<file path="src/rtl/vga_timing_gen.sv">
// Parametrised VGA timing generator: syncs, active flag, coordinates and line/frame strobes; one enabled-cycle latency.
// No backpressure; i_pixEn throttles the pixel rate. Define VGA_PATTERN_EN to add the registered test-pattern RGB outputs.
module vga_timing_gen #(
  parameter int   H_ACTIVE   = 640,
  parameter int   H_FP       = 16,
  parameter int   H_SYNC     = 96,
  parameter int   H_BP       = 48,
  parameter int   V_ACTIVE   = 480,
  parameter int   V_FP       = 10,
  parameter int   V_SYNC     = 2,
  parameter int   V_BP       = 33,
  parameter logic H_SYNC_POL = 1'b0,
  parameter logic V_SYNC_POL = 1'b0,
  parameter int   COUNT_W    = 10
) (
  input  logic               i_clk,
  input  logic               i_resetN,
  input  logic               i_pixEn,
`ifdef VGA_PATTERN_EN
  input  logic [1:0]         i_patternSel,
  output logic [2:0]         o_red,
  output logic [2:0]         o_green,
  output logic [2:0]         o_blue,
`endif
  output logic               o_hs,
  output logic               o_vs,
  output logic               o_activeArea,
  output logic [COUNT_W-1:0] o_px,
  output logic [COUNT_W-1:0] o_py,
  output logic               o_lineStart,
  output logic               o_frameStart
);

  localparam int H_TOTAL = H_ACTIVE + H_FP + H_SYNC + H_BP;
  localparam int V_TOTAL = V_ACTIVE + V_FP + V_SYNC + V_BP;

  localparam logic [COUNT_W-1:0] H_LAST   = COUNT_W'(H_TOTAL - 1);
  localparam logic [COUNT_W-1:0] V_LAST   = COUNT_W'(V_TOTAL - 1);
  localparam logic [COUNT_W-1:0] H_ACT    = COUNT_W'(H_ACTIVE);
  localparam logic [COUNT_W-1:0] V_ACT    = COUNT_W'(V_ACTIVE);
  localparam logic [COUNT_W-1:0] H_SYNC_S = COUNT_W'(H_ACTIVE + H_FP);
  localparam logic [COUNT_W-1:0] H_SYNC_E = COUNT_W'(H_ACTIVE + H_FP + H_SYNC);
  localparam logic [COUNT_W-1:0] V_SYNC_S = COUNT_W'(V_ACTIVE + V_FP);
  localparam logic [COUNT_W-1:0] V_SYNC_E = COUNT_W'(V_ACTIVE + V_FP + V_SYNC);

  logic [COUNT_W-1:0] h_cnt;
  logic [COUNT_W-1:0] v_cnt;
  logic               h_wrap;
  logic               h_in_sync;
  logic               v_in_sync;
  logic               active_now;

  assign h_wrap     = (h_cnt == H_LAST);
  assign h_in_sync  = (h_cnt >= H_SYNC_S) && (h_cnt < H_SYNC_E);
  assign v_in_sync  = (v_cnt >= V_SYNC_S) && (v_cnt < V_SYNC_E);
  assign active_now = (h_cnt < H_ACT) && (v_cnt < V_ACT);

  always_ff @(posedge i_clk or negedge i_resetN) begin
    if (!i_resetN) begin
      h_cnt <= '0;
      v_cnt <= '0;
    end else if (i_pixEn) begin
      h_cnt <= h_wrap ? '0 : h_cnt + 1'b1;
      if (h_wrap) begin
        v_cnt <= (v_cnt == V_LAST) ? '0 : v_cnt + 1'b1;
      end
    end
  end

  // Outputs describe the pre-edge counters; strobes self-clear on any edge.
  always_ff @(posedge i_clk or negedge i_resetN) begin
    if (!i_resetN) begin
      o_hs         <= ~H_SYNC_POL;
      o_vs         <= ~V_SYNC_POL;
      o_activeArea <= 1'b0;
      o_px         <= '0;
      o_py         <= '0;
      o_lineStart  <= 1'b0;
      o_frameStart <= 1'b0;
    end else begin
      o_lineStart  <= 1'b0;
      o_frameStart <= 1'b0;
      if (i_pixEn) begin
        o_hs         <= h_in_sync ? H_SYNC_POL : ~H_SYNC_POL;
        o_vs         <= v_in_sync ? V_SYNC_POL : ~V_SYNC_POL;
        o_activeArea <= active_now;
        o_px         <= h_cnt;
        o_py         <= v_cnt;
        o_lineStart  <= (h_cnt == '0);
        o_frameStart <= (h_cnt == '0) && (v_cnt == '0);
      end
    end
  end

`ifdef VGA_PATTERN_EN
  logic [2:0] bar;
  logic [8:0] pat_rgb;

  // Bar index (px*8)/H_ACTIVE, resolved as compares against constant thresholds.
  always_comb begin
    bar = 3'd0;
    for (int k = 1; k < 8; k++) begin
      if (int'(h_cnt) * 8 >= k * H_ACTIVE) begin
        bar = 3'(k);
      end
    end
  end

  always_comb begin
    pat_rgb = 9'd0;
    case (i_patternSel)
      2'd1:    pat_rgb = {{3{bar[2]}}, {3{bar[1]}}, {3{bar[0]}}};
      2'd2:    pat_rgb = (h_cnt[5] ^ v_cnt[5]) ? 9'h1FF : 9'h000;
      2'd3:    pat_rgb = 9'h1FF;
      default: pat_rgb = 9'd0;
    endcase
    if (!active_now) begin
      pat_rgb = 9'd0;
    end
  end

  always_ff @(posedge i_clk or negedge i_resetN) begin
    if (!i_resetN) begin
      o_red   <= 3'd0;
      o_green <= 3'd0;
      o_blue  <= 3'd0;
    end else if (i_pixEn) begin
      {o_red, o_green, o_blue} <= pat_rgb;
    end
  end
`endif

endmodule

</file>
<file path="config.mk">
export PLATFORM = sky130hd
export DESIGN_NAME = vga_timing_gen
export DESIGN_NICKNAME = d
export VERILOG_FILES = /design/src/rtl/vga_timing_gen.sv
export SDC_FILE = /design/constraint.sdc
export NUM_CORES = 1
export LEC_CHECK = 0
export CORE_MARGIN = 3
export CORE_UTILIZATION = 30
export DETAILED_ROUTE_END_ITERATION = 6
export PLACE_DENSITY = 0.5
export SLEW_MARGIN = 20
export SYNTH_ARGS = -nofsm -noshare
export SYNTH_HDL_FRONTEND = slang
export SYNTH_SLANG_ARGS = --single-unit
</file>
<file path="constraint.sdc">
create_clock -name i_clk -period 5.11 [get_ports i_clk]
set_clock_uncertainty 0.1 [all_clocks]
set_input_delay 1.022 -clock i_clk [delete_from_list [all_inputs] [get_ports i_clk]]
set_output_delay 1.022 -clock i_clk [all_outputs]
set_load 0.02 [all_outputs]
</file>
==> summary.txt, run 1 <==
Detailed routing
  – Drt first pass iters: 4
  – DRC: 0
  – Via-to-Cell Ratio: 4.81
  – Via total after detailed routing: between 1000 and 1500
  – Routed WL: between 4000 and 5000 um
  – WL per Instance: around 15 um
  – Remaining antenna violation count: 0
  – DR iter-0 viols: 87

STA
  – Worst-margin pin slew: around 0.61 ns
  – Highest Clock Rate: between 300 and 400 MHz
  – Final period util: a little under three fifths
  – Unrepaired setup endpoints after global routing: no
  – Worst rel slew slack: approximately 60%
  – Final setup fails: 0
  – Final max-slew violation count: 0
  – Final Hold Fails: 0
  – Setup Total Neg Slack: 0 ns
  – Min cycle time layout: between 2 and 3 ns
  – Worst Slack Setup Final: roughly 2.2 ns

Place
  – DP Worst Slack: roughly 1.8 ns
  – Port Buffers: 27
  – Post-DP HPWL: between 3000 and 4000 um
  – Placed Area: approximately 0.0025 mm^2
  – Routability Congestion: roughly 0.78

Global routing
  – Largest net degree at the start of global routing: 46
  – Initial antenna violation count: 0
  – Total track usage: between 10% and 20%
  – Number of global-route vias before repair: around 1500
  – Remaining Overflow, GRT: 0
  – Global-route wire length before repair: 7780 um

Setup path
  – WP data arrival: around 3 ns
  – CP top delay family: simple AND/OR/NAND/NOR gates
  – Worst path bufs/invs: 1
  – CP Data Required Time: ~5.2 ns
  – Worst path max stage delay: 0.79 ns
  – Critical path capture point type: flop
  – Critical path fanouts, max: 11
  – Slowest stage cell on the critical path: clkdlybuf4s50_1
  – CP Launch Type: primary input
  – Register-to-register setup slack: ~2.9 ns
  – Crit-path cells: clkdlybuf4s50_1 -> nand2_1 -> or4_4 -> nor3_1 -> mux2i_1
  – Worst Setup Path Type: in -> reg

Power and ir drop
  – Pleak: approximately 0.0011 uW
  – Pwr Density: approximately 320 mW/mm^2
  – Worst VDD drop: between 0.00015 and 0.0002 V

Layout
  – Fin area: around 0.0026 mm^2
  – Area Overhead vs Synth: 18.2%
  – Layout cells sized above 1: 18.8%
  – Antenna Cells: 0
  – Final layout net count: approximately 220
  – Fin util: between 30 and 40%

Logic synthesis
  – Synthesized flop and latch total: 45
  – Synth warn: 0
  – Syn Inst Count: ~180
  – Leading cell type by number of instances after synthesis: dfrtp_1
  – Most used DFF post-synth: dfrtp_1
  – Most instantiated cells after synthesis: dfrtp_1 (43), mux2_2 (20), nor2_1 (10)
  – Register area share after synthesis: between 50% and 60%
  – Synthesized cell area: approximately 0.0022 mm^2
  – Number of synthesized flops with an enable pin: 0
  – Cell taking the most area after synthesis: dfrtp_1
  – Syn nets: 191
  – Mean Syn Cell Area: ~12 um^2
  – Post-synth top area share: 49.6%
  – Synth cell types: between 40 and 50
  – Ys async rst share: 100%
  – Synth area leaders: dfrtp_1 (50%), mux2_2 (10%), xnor2_1 (3.6%), ha_1 (2.9%), dfstp_2 (2.4%)

Clock tree
  – Clk_lat worst skew: roughly 0.30 ns
  – Clock transition at path regs: 0.08 ns
  – Number of gates resized after CTS: 0
  – H-tree levels: 2
  – CTS sink count: 45
  – CTS root buf: clkbuf_8
  – Num CTS Buffers: 5
  – CTS Buffer Depth: 2
  – Post-CTS Setup Bufs: 0
  – CTS tree: yes
  – Hold-fix buffers at CTS: 0

Job
  – Max_cap viols: 0

Floorplanning
  – Die H: 91.0 um
  – Core area: just under 0.007 mm^2
  – Count of boundary I/O pins: 28
  – Starting Density: about a third
  – Die Wd: around 90 um
  – # rows: 30
  – Die area: approximately 0.0083 mm^2

Min path
  – Worst Hold Class: reg -> reg

Outcome
  – Status: finished, final reports clean
cell families after synthesis:
family | count (synthesis) | share of synthesized area, %
AND/OR/NAND/NOR | 64 | 18.7
AO/OA/AOI/OAI | 18 | 5.36
XOR/XNOR | 10 | 4.04
adder cells (fa/ha/maj) | 5 | 2.88
buffers and inverters | 18 | 5.19
multiplexers | 23 | 11.8
flip-flops | 45 | 52.0
cell type report:
class / instances / area [um^2]
fill: 694 / 4340
sequential: 45 / 1130
multi-input combinational: 120 / 928
timing repair buffer: 28 / 275
tap: 96 / 120
clock buffer: 5 / 68.8
inverter: 7 / 26.3
clock inverter: 3 / 17.5
where the power goes:
part | leakage, uW | internal (uW) | switching (uW)
Combinational | 0.000460 | 79.5 | 80.6
Sequential | 0.000567 | 396 | 54.7
Clock | 0.0000439 | 94.6 | 125
stage by stage:
step	instances	total power, uW	hold slack (ns)
after floorplan	183	564	0.387
after global placement	296	619	0.381
after detailed placement	296	617	0.381
after CTS	304	843	0.398
after global routing	304	881	0.412
final	304	830	0.391
path summary, 6_finish.rpt:
check,start,endpoint,cells past startpoint
min in group asynchronous,i_resetN,o_py[8]$_DFFE_PN0P_,1
worst max-delay path,i_pixEn,h_cnt[9]$_DFFE_PN0P_,5
worst min-delay path,o_hs$_DFFE_PN1P_,o_hs$_DFFE_PN1P_,2
worst max register to register,h_cnt[5]$_DFFE_PN0P_,v_cnt[8]$_DFFE_PN0P_,4
worst min register to register,o_hs$_DFFE_PN1P_,o_hs$_DFFE_PN1P_,2
max in group asynchronous,i_resetN,o_px[8]$_DFFE_PN0P_,1
cells in the final DEF, fill, tap and decap left out, drive strengths merged, types with 3 or more instances in the layout:
cell type / instances
dfrtp: 43
and3: 6
ha: 5
nand4: 8
xnor2: 9
nor2: 10
nand3: 7
nand2: 9
and4: 3
mux2: 21
a21oi: 4
nor3: 6
nor4: 7
inv: 7
clkdlybuf4s50: 26
clkbuf: 5
o21ai: 6
layer usage:
metal  up-vias  wire length, um  GRT usage (%)
li1        707                -              -
met1       705             2290           16.9
met2        43             2070           17.2
met3         7              201           2.32
met4         0               84           4.52
met5         -                0              0
sequential cells by signal, summed over array words and instances (netlist names):
name,count
h_cnt,10
o_px,10
o_py,10
v_cnt,10
o_activeArea,1
o_frameStart,1
o_hs,1
o_lineStart,1
o_vs,1
worst reg2reg max path, cell delays in order, from the launching register on:
cell and delay, ns:
dfrtp_1 0.49, nand4bb_1 0.60, nor3_4 0.49, nand4_1 0.16, mux2_1 0.32
(Power assumes the default switching activity.)
==> inputs of run 2 (changes only) <==
- clock period: 5.11 -> 2.92 ns (I/O delays scaled with it)
==> run 2 against run 1 <==
Register-to-register slack got worse by 2.2 ns. Combinational power rose by 73%. Via count rose by 0.27%. Core utilization rose by 0.29 points. Non-clock buffer count rose by 1. Design area rose by 0.78%. Clock power rose by 93%. Clock-buffer cell count rose by 2. Largest cell class unchanged. Final cell count rose by 0.33%. Largest power group unchanged. Total power rose by 79%. Critical path depth fell by 1.
==> summary.txt, run 2 (same netlist as run 1, synthesis figures left out) <==
Layout
  – Commonest non-fill, non-tap cell in the layout: dfrtp_1
  – Layout cells sized above 1: 19.1%
  – Antenna Cells: 0
  – Commonest non-fill, non-tap cells in the layout: dfrtp_1 (43), clkdlybuf4s50_1 (26), mux2_2 (20), nor2_1 (10)
  – Final layout net count: roughly 220
  – Fin util: 37.4%
  – Area Overhead vs Synth: 19.1%
  – Fin area: around 0.0026 mm^2
  – Final cell count without fillers: approximately 310

Detailed routing
  – Routed WL: between 4000 and 5000 um
  – Remaining antenna violation count: 0
  – Via-to-Cell Ratio: 4.81
  – DR top layer: met4
  – Drt first pass iters: 4
  – Metal-1 WL: 2340 um
  – WL per Instance: around 15 um
  – Via total after detailed routing: roughly 1500
  – DR iter-0 viols: 103
  – DRC: 0
  – Met3 wire length: 179 um
  – Met2 WL post-DR: ~1900 um

STA
  – Final setup fails: 0
  – Min cycle time layout: 2.24 ns
  – Setup Total Neg Slack: 0 ns
  – Worst-margin pin slew: around 0.61 ns
  – Worst rel slew slack: between 50% and 60%
  – Final Hold Fails: 0
  – Final period util: about three quarters
  – Unrepaired setup endpoints after global routing: no
  – Final max-slew violation count: 0
  – Highest Clock Rate: 446 MHz

Place
  – Placed Area: 0.00248 mm^2
  – Port Buffers: 27
  – Routability Congestion: 0.772
  – Cell Count Post-Placement: slightly below 300
  – Post-DP HPWL: approximately 3000 um

Setup path
  – Worst R2R Path Depth: 4
  – Worst Setup Path Type: reg -> reg
  – Critical path fanouts, max: 10
  – CP Data Required Time: about 3 ns
  – CP Launch Type: flop
  – CP top delay family: simple AND/OR/NAND/NOR gates
  – WP data arrival: around 2.3 ns
  – Worst path max stage delay: just over 0.6 ns
  – Slowest stage cell on the critical path: nand4bb_1
  – Stages on the worst setup path: 4
  – Crit-path cells: nand4bb_1 -> nor3_4 -> nand4_1 -> mux2_1
  – Critical path capture point type: flop
  – Worst path bufs/invs: 0

Floorplanning
  – Count of boundary I/O pins: 28
  – Die area: 0.00829 mm^2
  – Starting Density: a little under a third
  – Die H: around 91 um
  – # rows: 30
  – Die Wd: approximately 91 um
  – Core area: approximately 0.0069 mm^2

Power and ir drop
  – Worst VDD drop: between 0.0002 and 0.00025 V
  – Pwr Density: 576 mW/mm^2
  – Pleak: 0.00109 uW

Global routing
  – Initial antenna violation count: 0
  – Largest net degree at the start of global routing: 46
  – Remaining Overflow, GRT: 0
  – Global-route wire length before repair: approximately 8000 um
  – Number of global-route vias before repair: between 1500 and 2000
  – Total track usage: a little under an eighth

Clock tree
  – Clock transition at path regs: 0.08 ns
  – CTS root buf: clkbuf_8
  – Post-CTS Setup Bufs: 0
  – H-tree levels: 2
  – CTS tree: yes
  – Hold-fix buffers at CTS: 0
  – CTS Buffer Depth: 2
  – Clk_lat worst skew: 0.30 ns
  – CTS sink count: 45
  – Num CTS Buffers: 5
  – Number of gates resized after CTS: 0

Min path
  – Worst Hold Class: in -> async

Outcome
  – Status: finished, final reports clean

Job
  – Max_cap viols: 0
## run 2: cell types whose count changed in the layout (fill, tap and decap cells not counted), sizes merged
cell and change:
buf +1, clkbuf +2, clkinv -1, clkinvlp -1
## run 2: path summary, 6_finish.rpt
| kind | from | to | slack [ns] |
|---|---|---|---|
| max | h_cnt[5]$_DFFE_PN0P_ | v_cnt[8]$_DFFE_PN0P_ | 0.68 |
| min | i_resetN | o_py[8]$_DFFE_PN0P_ | 0.26 |
| max reg2reg | h_cnt[5]$_DFFE_PN0P_ | v_cnt[8]$_DFFE_PN0P_ | 0.68 |
| min reg2reg | o_vs$_DFFE_PN1P_ | o_vs$_DFFE_PN1P_ | 0.39 |
| max in group asynchronous | i_resetN | o_hs$_DFFE_PN1P_ | 2.07 |
| min in group i_clk | o_vs$_DFFE_PN1P_ | o_vs$_DFFE_PN1P_ | 0.39 |
## run 2: area by class of cell
| type | count | area, um^2 |
|---|---|---|
| clock buffers | 7 | 96.3 |
| clock inverters | 1 | 5.00 |
| fillers | 707 | 4320 |
| inverters | 7 | 26.3 |
| multi-input cells | 120 | 928 |
| flip-flops and latches | 45 | 1130 |
| well taps | 96 | 120 |
| repair buffers | 29 | 280 |
## run 2: per-stage QoR
step	hold slack (ns)	worst slack, ns	total power [uW]
3_3_place_gp	0.383	0.523	1080
4_1_cts	0.285	0.659	1510
6_report	0.260	0.679	1490
5_1_grt	0.303	0.548	1580
3_5_place_dp	0.383	0.517	1080
2_1_floorplan	0.188	1.18	987
## run 2: per-layer routing
metal,track usage [%],vias up
li1,-,710
met1,18.2,719
met2,16.0,31
met3,2.90,6
met4,5.03,0
met5,0,-
## run 2: where the power goes
group,internal [uW],switching (uW),total [uW]
logic,139,138,277
registers,693,95.7,788
clock network,214,210,424
